File: src/rtl/writeback_if.sv
// Bundle of execute-result, decode-query and register-file write signals for writeback_unit.
// master = execute/decode side, slave = writeback_unit.
interface writeback_if #(
  parameter int unsigned XLEN = 32
);
  logic            alu_valid;
  logic [4:0]      alu_rd;
  logic [XLEN-1:0] alu_data;

  logic            mdu_valid;
  logic [4:0]      mdu_rd;
  logic [XLEN-1:0] mdu_data;
  logic            mdu_ready;

  logic            issue_valid;
  logic            issue_long;
  logic [4:0]      issue_rd;

  logic [4:0]      query_rs1;
  logic [4:0]      query_rs2;
  logic            stall_rs1;
  logic            stall_rs2;
  logic            fwd_valid_1;
  logic            fwd_valid_2;
  logic [XLEN-1:0] fwd_data_1;
  logic [XLEN-1:0] fwd_data_2;

  logic [31:0]     rf_write_address;
  logic [XLEN-1:0] rf_write_data;
  logic            rf_write_enable;
  logic            wb_error;

  modport master (
    output alu_valid, alu_rd, alu_data,
    output mdu_valid, mdu_rd, mdu_data,
    input  mdu_ready,
    output issue_valid, issue_long, issue_rd,
    output query_rs1, query_rs2,
    input  stall_rs1, stall_rs2, fwd_valid_1, fwd_valid_2, fwd_data_1, fwd_data_2,
    input  rf_write_address, rf_write_data, rf_write_enable, wb_error
  );

  modport slave (
    input  alu_valid, alu_rd, alu_data,
    input  mdu_valid, mdu_rd, mdu_data,
    output mdu_ready,
    input  issue_valid, issue_long, issue_rd,
    input  query_rs1, query_rs2,
    output stall_rs1, stall_rs2, fwd_valid_1, fwd_valid_2, fwd_data_1, fwd_data_2,
    output rf_write_address, rf_write_data, rf_write_enable, wb_error
  );
endinterface

File: src/rtl/writeback_unit.sv
// Register-file write port arbiter (ALU first, then queued MDU results) with pending-write
// scoreboard for decode hazards. Define WB_FORWARD_EN to bypass the in-flight write to decode.
module writeback_unit #(
  parameter int unsigned XLEN       = 32,
  parameter int unsigned FIFO_DEPTH = 4
) (
  input  logic              i_clk,
  input  logic              i_rst,
  writeback_if.slave        io_bus
);

  localparam int unsigned PtrW = $clog2(FIFO_DEPTH);
  localparam int unsigned CntW = PtrW + 1;

  logic [4:0]      r_fifo_rd   [FIFO_DEPTH];
  logic [XLEN-1:0] r_fifo_data [FIFO_DEPTH];
  logic [PtrW-1:0] r_wptr;
  logic [PtrW-1:0] r_rptr;
  logic [CntW-1:0] r_count;

  logic [31:0]     r_pending;
  logic            r_we;
  logic            r_we_mdu;
  logic [4:0]      r_addr;
  logic [XLEN-1:0] r_data;
  logic            r_error;

  logic            w_full;
  logic            w_empty;
  logic            w_mdu_ready;
  logic            w_push;
  logic            w_pop;
  logic            w_sel_alu;
  logic            w_issue_set;
  logic [4:0]      w_head_rd;
  logic [XLEN-1:0] w_head_data;
  logic            w_we_d;
  logic            w_we_mdu_d;
  logic [4:0]      w_addr_d;
  logic [XLEN-1:0] w_data_d;
  logic [31:0]     w_pending_d;
  logic            w_err_d;

  assign w_full      = (r_count == CntW'(FIFO_DEPTH));
  assign w_empty     = (r_count == '0);
  assign w_mdu_ready = !i_rst && !w_full;
  assign w_push      = io_bus.mdu_valid && w_mdu_ready;
  assign w_sel_alu   = io_bus.alu_valid && (io_bus.alu_rd != 5'd0);
  assign w_pop       = !w_sel_alu && !w_empty;
  assign w_issue_set = io_bus.issue_valid && io_bus.issue_long && (io_bus.issue_rd != 5'd0);
  assign w_head_rd   = r_fifo_rd[r_rptr];
  assign w_head_data = r_fifo_data[r_rptr];

  // Popped MDU results for x0 consume a slot but never strobe the port.
  always_comb begin
    w_we_d     = 1'b0;
    w_we_mdu_d = 1'b0;
    w_addr_d   = r_addr;
    w_data_d   = r_data;
    if (w_sel_alu) begin
      w_we_d   = 1'b1;
      w_addr_d = io_bus.alu_rd;
      w_data_d = io_bus.alu_data;
    end else if (w_pop && (w_head_rd != 5'd0)) begin
      w_we_d     = 1'b1;
      w_we_mdu_d = 1'b1;
      w_addr_d   = w_head_rd;
      w_data_d   = w_head_data;
    end
  end

  // Clear first so a same-edge re-issue of the retiring rd keeps it pending.
  always_comb begin
    w_pending_d = r_pending;
    if (r_we && r_we_mdu) begin
      w_pending_d[r_addr] = 1'b0;
    end
    if (w_issue_set) begin
      w_pending_d[io_bus.issue_rd] = 1'b1;
    end
    w_pending_d[0] = 1'b0;
  end

  always_comb begin
    w_err_d = r_error;
    if (w_sel_alu && r_pending[io_bus.alu_rd]) begin
      w_err_d = 1'b1;
    end
    if (w_issue_set && r_pending[io_bus.issue_rd]) begin
      w_err_d = 1'b1;
    end
    if (w_push && (io_bus.mdu_rd != 5'd0) && !r_pending[io_bus.mdu_rd]) begin
      w_err_d = 1'b1;
    end
  end

  always_ff @(posedge i_clk) begin
    if (w_push) begin
      r_fifo_rd[r_wptr]   <= io_bus.mdu_rd;
      r_fifo_data[r_wptr] <= io_bus.mdu_data;
    end
  end

  always_ff @(posedge i_clk) begin
    if (i_rst) begin
      r_wptr    <= '0;
      r_rptr    <= '0;
      r_count   <= '0;
      r_pending <= '0;
      r_we      <= 1'b0;
      r_we_mdu  <= 1'b0;
      r_addr    <= '0;
      r_data    <= '0;
      r_error   <= 1'b0;
    end else begin
      if (w_push) begin
        r_wptr <= r_wptr + PtrW'(1);
      end
      if (w_pop) begin
        r_rptr <= r_rptr + PtrW'(1);
      end
      r_count   <= r_count + CntW'(w_push) - CntW'(w_pop);
      r_pending <= w_pending_d;
      r_we      <= w_we_d;
      r_we_mdu  <= w_we_mdu_d;
      r_addr    <= w_addr_d;
      r_data    <= w_data_d;
      r_error   <= w_err_d;
    end
  end

  always_comb begin
    io_bus.stall_rs1   = r_pending[io_bus.query_rs1];
    io_bus.stall_rs2   = r_pending[io_bus.query_rs2];
    io_bus.fwd_valid_1 = 1'b0;
    io_bus.fwd_valid_2 = 1'b0;
    io_bus.fwd_data_1  = '0;
    io_bus.fwd_data_2  = '0;
`ifdef WB_FORWARD_EN
    if (r_we && (r_addr == io_bus.query_rs1) && (io_bus.query_rs1 != 5'd0)) begin
      io_bus.fwd_valid_1 = 1'b1;
      io_bus.fwd_data_1  = r_data;
      io_bus.stall_rs1   = 1'b0;
    end
    if (r_we && (r_addr == io_bus.query_rs2) && (io_bus.query_rs2 != 5'd0)) begin
      io_bus.fwd_valid_2 = 1'b1;
      io_bus.fwd_data_2  = r_data;
      io_bus.stall_rs2   = 1'b0;
    end
`endif
  end

  assign io_bus.mdu_ready        = w_mdu_ready;
  assign io_bus.rf_write_address = {27'd0, r_addr};
  assign io_bus.rf_write_data    = r_data;
  assign io_bus.rf_write_enable  = r_we;
  assign io_bus.wb_error         = r_error;

endmodule

File: src/flat_wrapper.sv
// flat-port wrapper written by rule: the top's interface ports become plain ports
module writeback_unit_flat 
#(
  parameter int unsigned XLEN       = 32,
  parameter int unsigned FIFO_DEPTH = 4
)
  (i_clk, i_rst, io_bus_alu_valid, io_bus_alu_rd, io_bus_alu_data, io_bus_mdu_valid, io_bus_mdu_rd, io_bus_mdu_data, io_bus_mdu_ready, io_bus_issue_valid, io_bus_issue_long, io_bus_issue_rd, io_bus_query_rs1, io_bus_query_rs2, io_bus_stall_rs1, io_bus_stall_rs2, io_bus_fwd_valid_1, io_bus_fwd_valid_2, io_bus_fwd_data_1, io_bus_fwd_data_2, io_bus_rf_write_address, io_bus_rf_write_data, io_bus_rf_write_enable, io_bus_wb_error);
  writeback_if #(.XLEN(XLEN)) io_bus_i ();
  input  logic i_clk;
  input  logic i_rst;
  input wire logic [$bits(io_bus_i.alu_valid)-1:0] io_bus_alu_valid;
  input wire logic [$bits(io_bus_i.alu_rd)-1:0] io_bus_alu_rd;
  input wire logic [$bits(io_bus_i.alu_data)-1:0] io_bus_alu_data;
  input wire logic [$bits(io_bus_i.mdu_valid)-1:0] io_bus_mdu_valid;
  input wire logic [$bits(io_bus_i.mdu_rd)-1:0] io_bus_mdu_rd;
  input wire logic [$bits(io_bus_i.mdu_data)-1:0] io_bus_mdu_data;
  output wire logic [$bits(io_bus_i.mdu_ready)-1:0] io_bus_mdu_ready;
  input wire logic [$bits(io_bus_i.issue_valid)-1:0] io_bus_issue_valid;
  input wire logic [$bits(io_bus_i.issue_long)-1:0] io_bus_issue_long;
  input wire logic [$bits(io_bus_i.issue_rd)-1:0] io_bus_issue_rd;
  input wire logic [$bits(io_bus_i.query_rs1)-1:0] io_bus_query_rs1;
  input wire logic [$bits(io_bus_i.query_rs2)-1:0] io_bus_query_rs2;
  output wire logic [$bits(io_bus_i.stall_rs1)-1:0] io_bus_stall_rs1;
  output wire logic [$bits(io_bus_i.stall_rs2)-1:0] io_bus_stall_rs2;
  output wire logic [$bits(io_bus_i.fwd_valid_1)-1:0] io_bus_fwd_valid_1;
  output wire logic [$bits(io_bus_i.fwd_valid_2)-1:0] io_bus_fwd_valid_2;
  output wire logic [$bits(io_bus_i.fwd_data_1)-1:0] io_bus_fwd_data_1;
  output wire logic [$bits(io_bus_i.fwd_data_2)-1:0] io_bus_fwd_data_2;
  output wire logic [$bits(io_bus_i.rf_write_address)-1:0] io_bus_rf_write_address;
  output wire logic [$bits(io_bus_i.rf_write_data)-1:0] io_bus_rf_write_data;
  output wire logic [$bits(io_bus_i.rf_write_enable)-1:0] io_bus_rf_write_enable;
  output wire logic [$bits(io_bus_i.wb_error)-1:0] io_bus_wb_error;
  assign io_bus_i.alu_valid = io_bus_alu_valid;
  assign io_bus_i.alu_rd = io_bus_alu_rd;
  assign io_bus_i.alu_data = io_bus_alu_data;
  assign io_bus_i.mdu_valid = io_bus_mdu_valid;
  assign io_bus_i.mdu_rd = io_bus_mdu_rd;
  assign io_bus_i.mdu_data = io_bus_mdu_data;
  assign io_bus_mdu_ready = io_bus_i.mdu_ready;
  assign io_bus_i.issue_valid = io_bus_issue_valid;
  assign io_bus_i.issue_long = io_bus_issue_long;
  assign io_bus_i.issue_rd = io_bus_issue_rd;
  assign io_bus_i.query_rs1 = io_bus_query_rs1;
  assign io_bus_i.query_rs2 = io_bus_query_rs2;
  assign io_bus_stall_rs1 = io_bus_i.stall_rs1;
  assign io_bus_stall_rs2 = io_bus_i.stall_rs2;
  assign io_bus_fwd_valid_1 = io_bus_i.fwd_valid_1;
  assign io_bus_fwd_valid_2 = io_bus_i.fwd_valid_2;
  assign io_bus_fwd_data_1 = io_bus_i.fwd_data_1;
  assign io_bus_fwd_data_2 = io_bus_i.fwd_data_2;
  assign io_bus_rf_write_address = io_bus_i.rf_write_address;
  assign io_bus_rf_write_data = io_bus_i.rf_write_data;
  assign io_bus_rf_write_enable = io_bus_i.rf_write_enable;
  assign io_bus_wb_error = io_bus_i.wb_error;
  writeback_unit #(.XLEN(XLEN), .FIFO_DEPTH(FIFO_DEPTH)) u_core (.i_clk(i_clk), .i_rst(i_rst), .io_bus(io_bus_i));
endmodule
File: config.mk
export PLATFORM = sky130hd
export DESIGN_NAME = writeback_unit_flat
export DESIGN_NICKNAME = d
export VERILOG_FILES = /design/src/rtl/writeback_if.sv /design/src/rtl/writeback_unit.sv /design/src/flat_wrapper.sv
export SDC_FILE = /design/constraint.sdc
export NUM_CORES = 1
export LEC_CHECK = 0
export ABC_CLOCK_PERIOD_IN_PS = 2500
export CAP_MARGIN = 20
export CORE_AREA = 2 2 214 153
export CTS_CLUSTER_DIAMETER = 100
export DETAILED_ROUTE_END_ITERATION = 6
export DIE_AREA = 0 0 216 155
export GPL_TIMING_DRIVEN = 0
export SLEW_MARGIN = 25
export SYNTH_ARGS = -nofsm -noshare
export SYNTH_HDL_FRONTEND = slang
export SYNTH_SLANG_ARGS = --single-unit
File: constraint.sdc
create_clock -name i_clk -period 2.5 [get_ports i_clk]
set_input_delay 0.375 -clock i_clk [delete_from_list [all_inputs] [get_ports i_clk]]
set_output_delay 0.375 -clock i_clk [all_outputs]
set_load 0.03 [all_outputs]
==> impl_metrics.toml <==
[outcome]
status = "finished with violations"
violations = "setup timing"

[power_and_ir_drop]
vdd_drop_max_v = 0.000519
power_frac_comb_pct = 26.0
p_clk_share_pct = 33.1
p_switching_mw = 3.18
power_frac_seq_pct = 41.0
switching_share_pct = 29.3
p_int_mw = 7.67
pwr_density_cell_nw_per_um2 = 771
p_total_mw = 10.8
p_leak_nw = 5.05

[synthesis]
postSynthAreaPerCell_um2 = 12.8
syn_inst = 851
synth_ff_type = "edfxtp_1"
yosysWarningCount = 0
ys_ff_latch = 228
synth_top_cell_by_area = "edfxtp_1"
synth_cell_type_count = 56
synth_edf_count = 148
ys_seq_area_share_pct = 55.4
synthesis.area_um2 = 10900
synth_area_leaders = "edfxtp_1 41%, dfxtp_1 15%, mux4_2 13%"
async_flop_share_pct = 0
synth_top_area_share_pct = 40.7

[final_layout]
area_growth_pct = 28.9
multi_input_area_um2 = 4320
layout-drive-gt1-share_pct = 25.0
final_area_um2 = 14100
fill_cells = 2902
fin_nets = 1205
post-route-util_pct = 44.4
regArea_um2 = 6090

[route]
first_iter_violations = 748
dr.pass1.iters = 5
vias_per_cell = 4.95
wl_met3_um = 2590
wirelength_um = 30000
dr_wl_met2_um = 13000
final_antenna_net_count = 0
drt-met1-wl_um = 13600
vias = 7686
wl_per_cell_um = 19.3
drt_drc_violations_left = 0
top_layer_used = "met4"

[die]
row_count = 55
initial_utilization_pct = 34.5
dieHeight_um = 155
io_pins = 230
dieWidth_um = 216
design.die.area_um2 = 33500
fp.coreArea_um2 = 31700

[hold_path]
hp-class = "in -> reg"
holdPathStages = 3

[sta]
slew_viol_final = 0
rsz0062_at_grt = "yes"
worstMarginPinSlew_ns = 0.902
post-route-period-util_pct = 105
setup_violations = 2
finClkSkew_ns = 0.0177
hold_viol = 0
post-route-min-period_ns = 2.63
max_freq_ghz = 0.380
fin_ws_ns = -0.130
slew_headroom_pct = 39.9

[worst_setup_path]
critPathKind = "reg -> out"
r2r_cells = 8
cp-end-kind = "output pin"
worstPathArrival_ns = 2.26
required_ns = 2.12
cp_max_fo = 6
cp-start-kind = "register"

[clock_tree]
cts-root-buf = "clkbuf_16"
htree_levels = 1
clock_latency_ns = 0.51
cts.sinks = 228
cts_made_buffers = 24
path_clk_slew_ns = 0.06
clock_path_buffers = 3
cts_tree = "built"
postCtsHoldBufs = 0

[global_route]
track_usage_pct = 17.2
grt_pass1_wl_um = 44300
grt_max_degree = 38
grt_pass1_vias = 7292
grt-ovfl-total = 0
antenna_found_initial = 2

[run]
cap_violations = 0

[placement]
port_buffers = 126
routabilityCongestion = 0.882
placed_cell_area_um2 = 13100
dpl.hpwl_um = 20200
routing by layer:
layer	vias up	global-route usage, %
met5	-	0
met4	0	4.92
met3	53	3.66
met2	327	25.5
met1	3772	25.5
li1	3534	-
per-stage QoR:
| step | cells | worst slack (ns) | hold slack (ns) | TNS (ns) |
|---|---|---|---|---|
| floorplan | 943 | 0.0596 | 0.474 | 0 |
| global placement | 1496 | -1.47 | 0.467 | -251.64 |
| detailed placement | 1496 | -0.683 | 0.471 | -76.23 |
| CTS | 1543 | -0.150 | 0.163 | -0.299 |
| global route | 1548 | -0.174 | 0.228 | -0.336 |
| finish | 1552 | -0.130 | 0.190 | -0.258 |
worst paths after layout:
| kind | startpoint | endpoint | slack (ns) |
|---|---|---|---|
| worst max register to register | register | u_core.io_bus.rf_write_data[17] | 0.11 |
| worst min register to register | u_core.io_bus.rf_write_data[8] | u_core.io_bus.rf_write_data[8] | 0.48 |
| worst min-delay path | io_bus_alu_rd[2] | u_core.r_addr[2] | 0.19 |
| worst max-delay path | u_core.r_pending[11] | io_bus_stall_rs2 | -0.13 |
power groups by stage:
stage	Combinational [mW]	Clock, mW	Sequential, mW
5_1_grt	3.03	3.82	4.47
4_1_cts	2.79	3.67	4.44
2_1_floorplan	1.69	0	4.67
3_5_place_dp	2.74	0	4.50
6_report	2.81	3.59	4.44
3_3_place_gp	2.71	0	4.51
repair_timing:
action,in CTS,in global routing
resized for setup,45,15
buffers inserted,4,1
endpoints found under the setup margin,47,162
pin swaps,1,4
gates cloned,0,4
critical path, stage by stage (launching register included):
cell     delay [ns]
dfxtp_2        0.38
mux4_2         0.47
mux4_2         0.46
mux2_4         0.28
buf_6          0.14
layout make-up:
class / count / area share, %
antenna: 4 / 0.0712
buffer: 146 / 6.89
clock buffer: 35 / 5.26
clock inverter: 9 / 0.489
inverter: 7 / 0.187
multi-input combinational: 565 / 30.7
sequential: 228 / 43.3
tap: 427 / 3.80
timing repair buffer: 131 / 9.33
flip-flops by register name (all words and copies together) (netlist names), named ones only:
name / count
u_core.io_bus.rf_write_enable: 1
u_core.r_we_mdu: 1
u_core.r_fifo_data: 128
u_core.r_rptr: 2
u_core.r_wptr: 2
u_core.r_pending: 31
u_core.io_bus.rf_write_data: 32
u_core.r_count: 3
u_core.io_bus.wb_error: 1
u_core.r_addr: 5
u_core.r_fifo_rd: 20
cells in the final DEF (no fill, tap or decap), drive strengths merged, types with 3 or more instances in the layout:
master,synthesis,routed
clkinv,0,7
edfxtp,148,148
nor2,59,59
mux2,16,16
nand4,3,3
nor2b,8,8
nand2,110,110
ha,6,6
inv,7,8
xnor2,5,5
conb,1,93
dfxtp,80,80
o21ai,34,34
a221oi,3,3
buf,107,114
diode,0,4
and3,4,4
and2,5,9
a21oi,34,34
nor3b,9,9
nor3,13,13
nand3,3,3
clkbuf,40,74
a211oi,4,4
mux2i,14,14
mux4,65,65
nand4b,3,3
nand3b,5,5
clkdlybuf4s50,0,123
a311oi,32,32
nor4,7,7
cells by family (layout without fill, tap and decap cells):
kind of cell	count (synthesis)	count (layout)	synth area share [%]
adders and majority gates	7	7	0.872
and+or+nand+nor	236	240	9.98
muxes	95	95	16.4
buffers and inverters	154	328	9.02
AOI/OAI and AO/OA	125	125	7.90
other	1	97	0.0344
DFF	228	228	55.4
xor gates and xnor gates	5	5	0.401
synthesized netlist by cell type, types with 4 or more instances:
master    instances
edfxtp_1        148
buf_4            95
and3_1            4
inv_1             7
and2_1            5
mux2i_1          14
nor3b_1           9
xnor2_1           5
buf_6             6
mux4_2           65
dfxtp_1          80
mux2_2           16
nor3_1           12
nor4_1            5
ha_1              6
a21oi_1          34
nand2_1         110
a311oi_1         31
o21ai_0          34
nor2_1           59
nand3b_1          5
clkbuf_1         40
nor2b_1           8
Note: power is estimated with default switching activity, not from simulation.
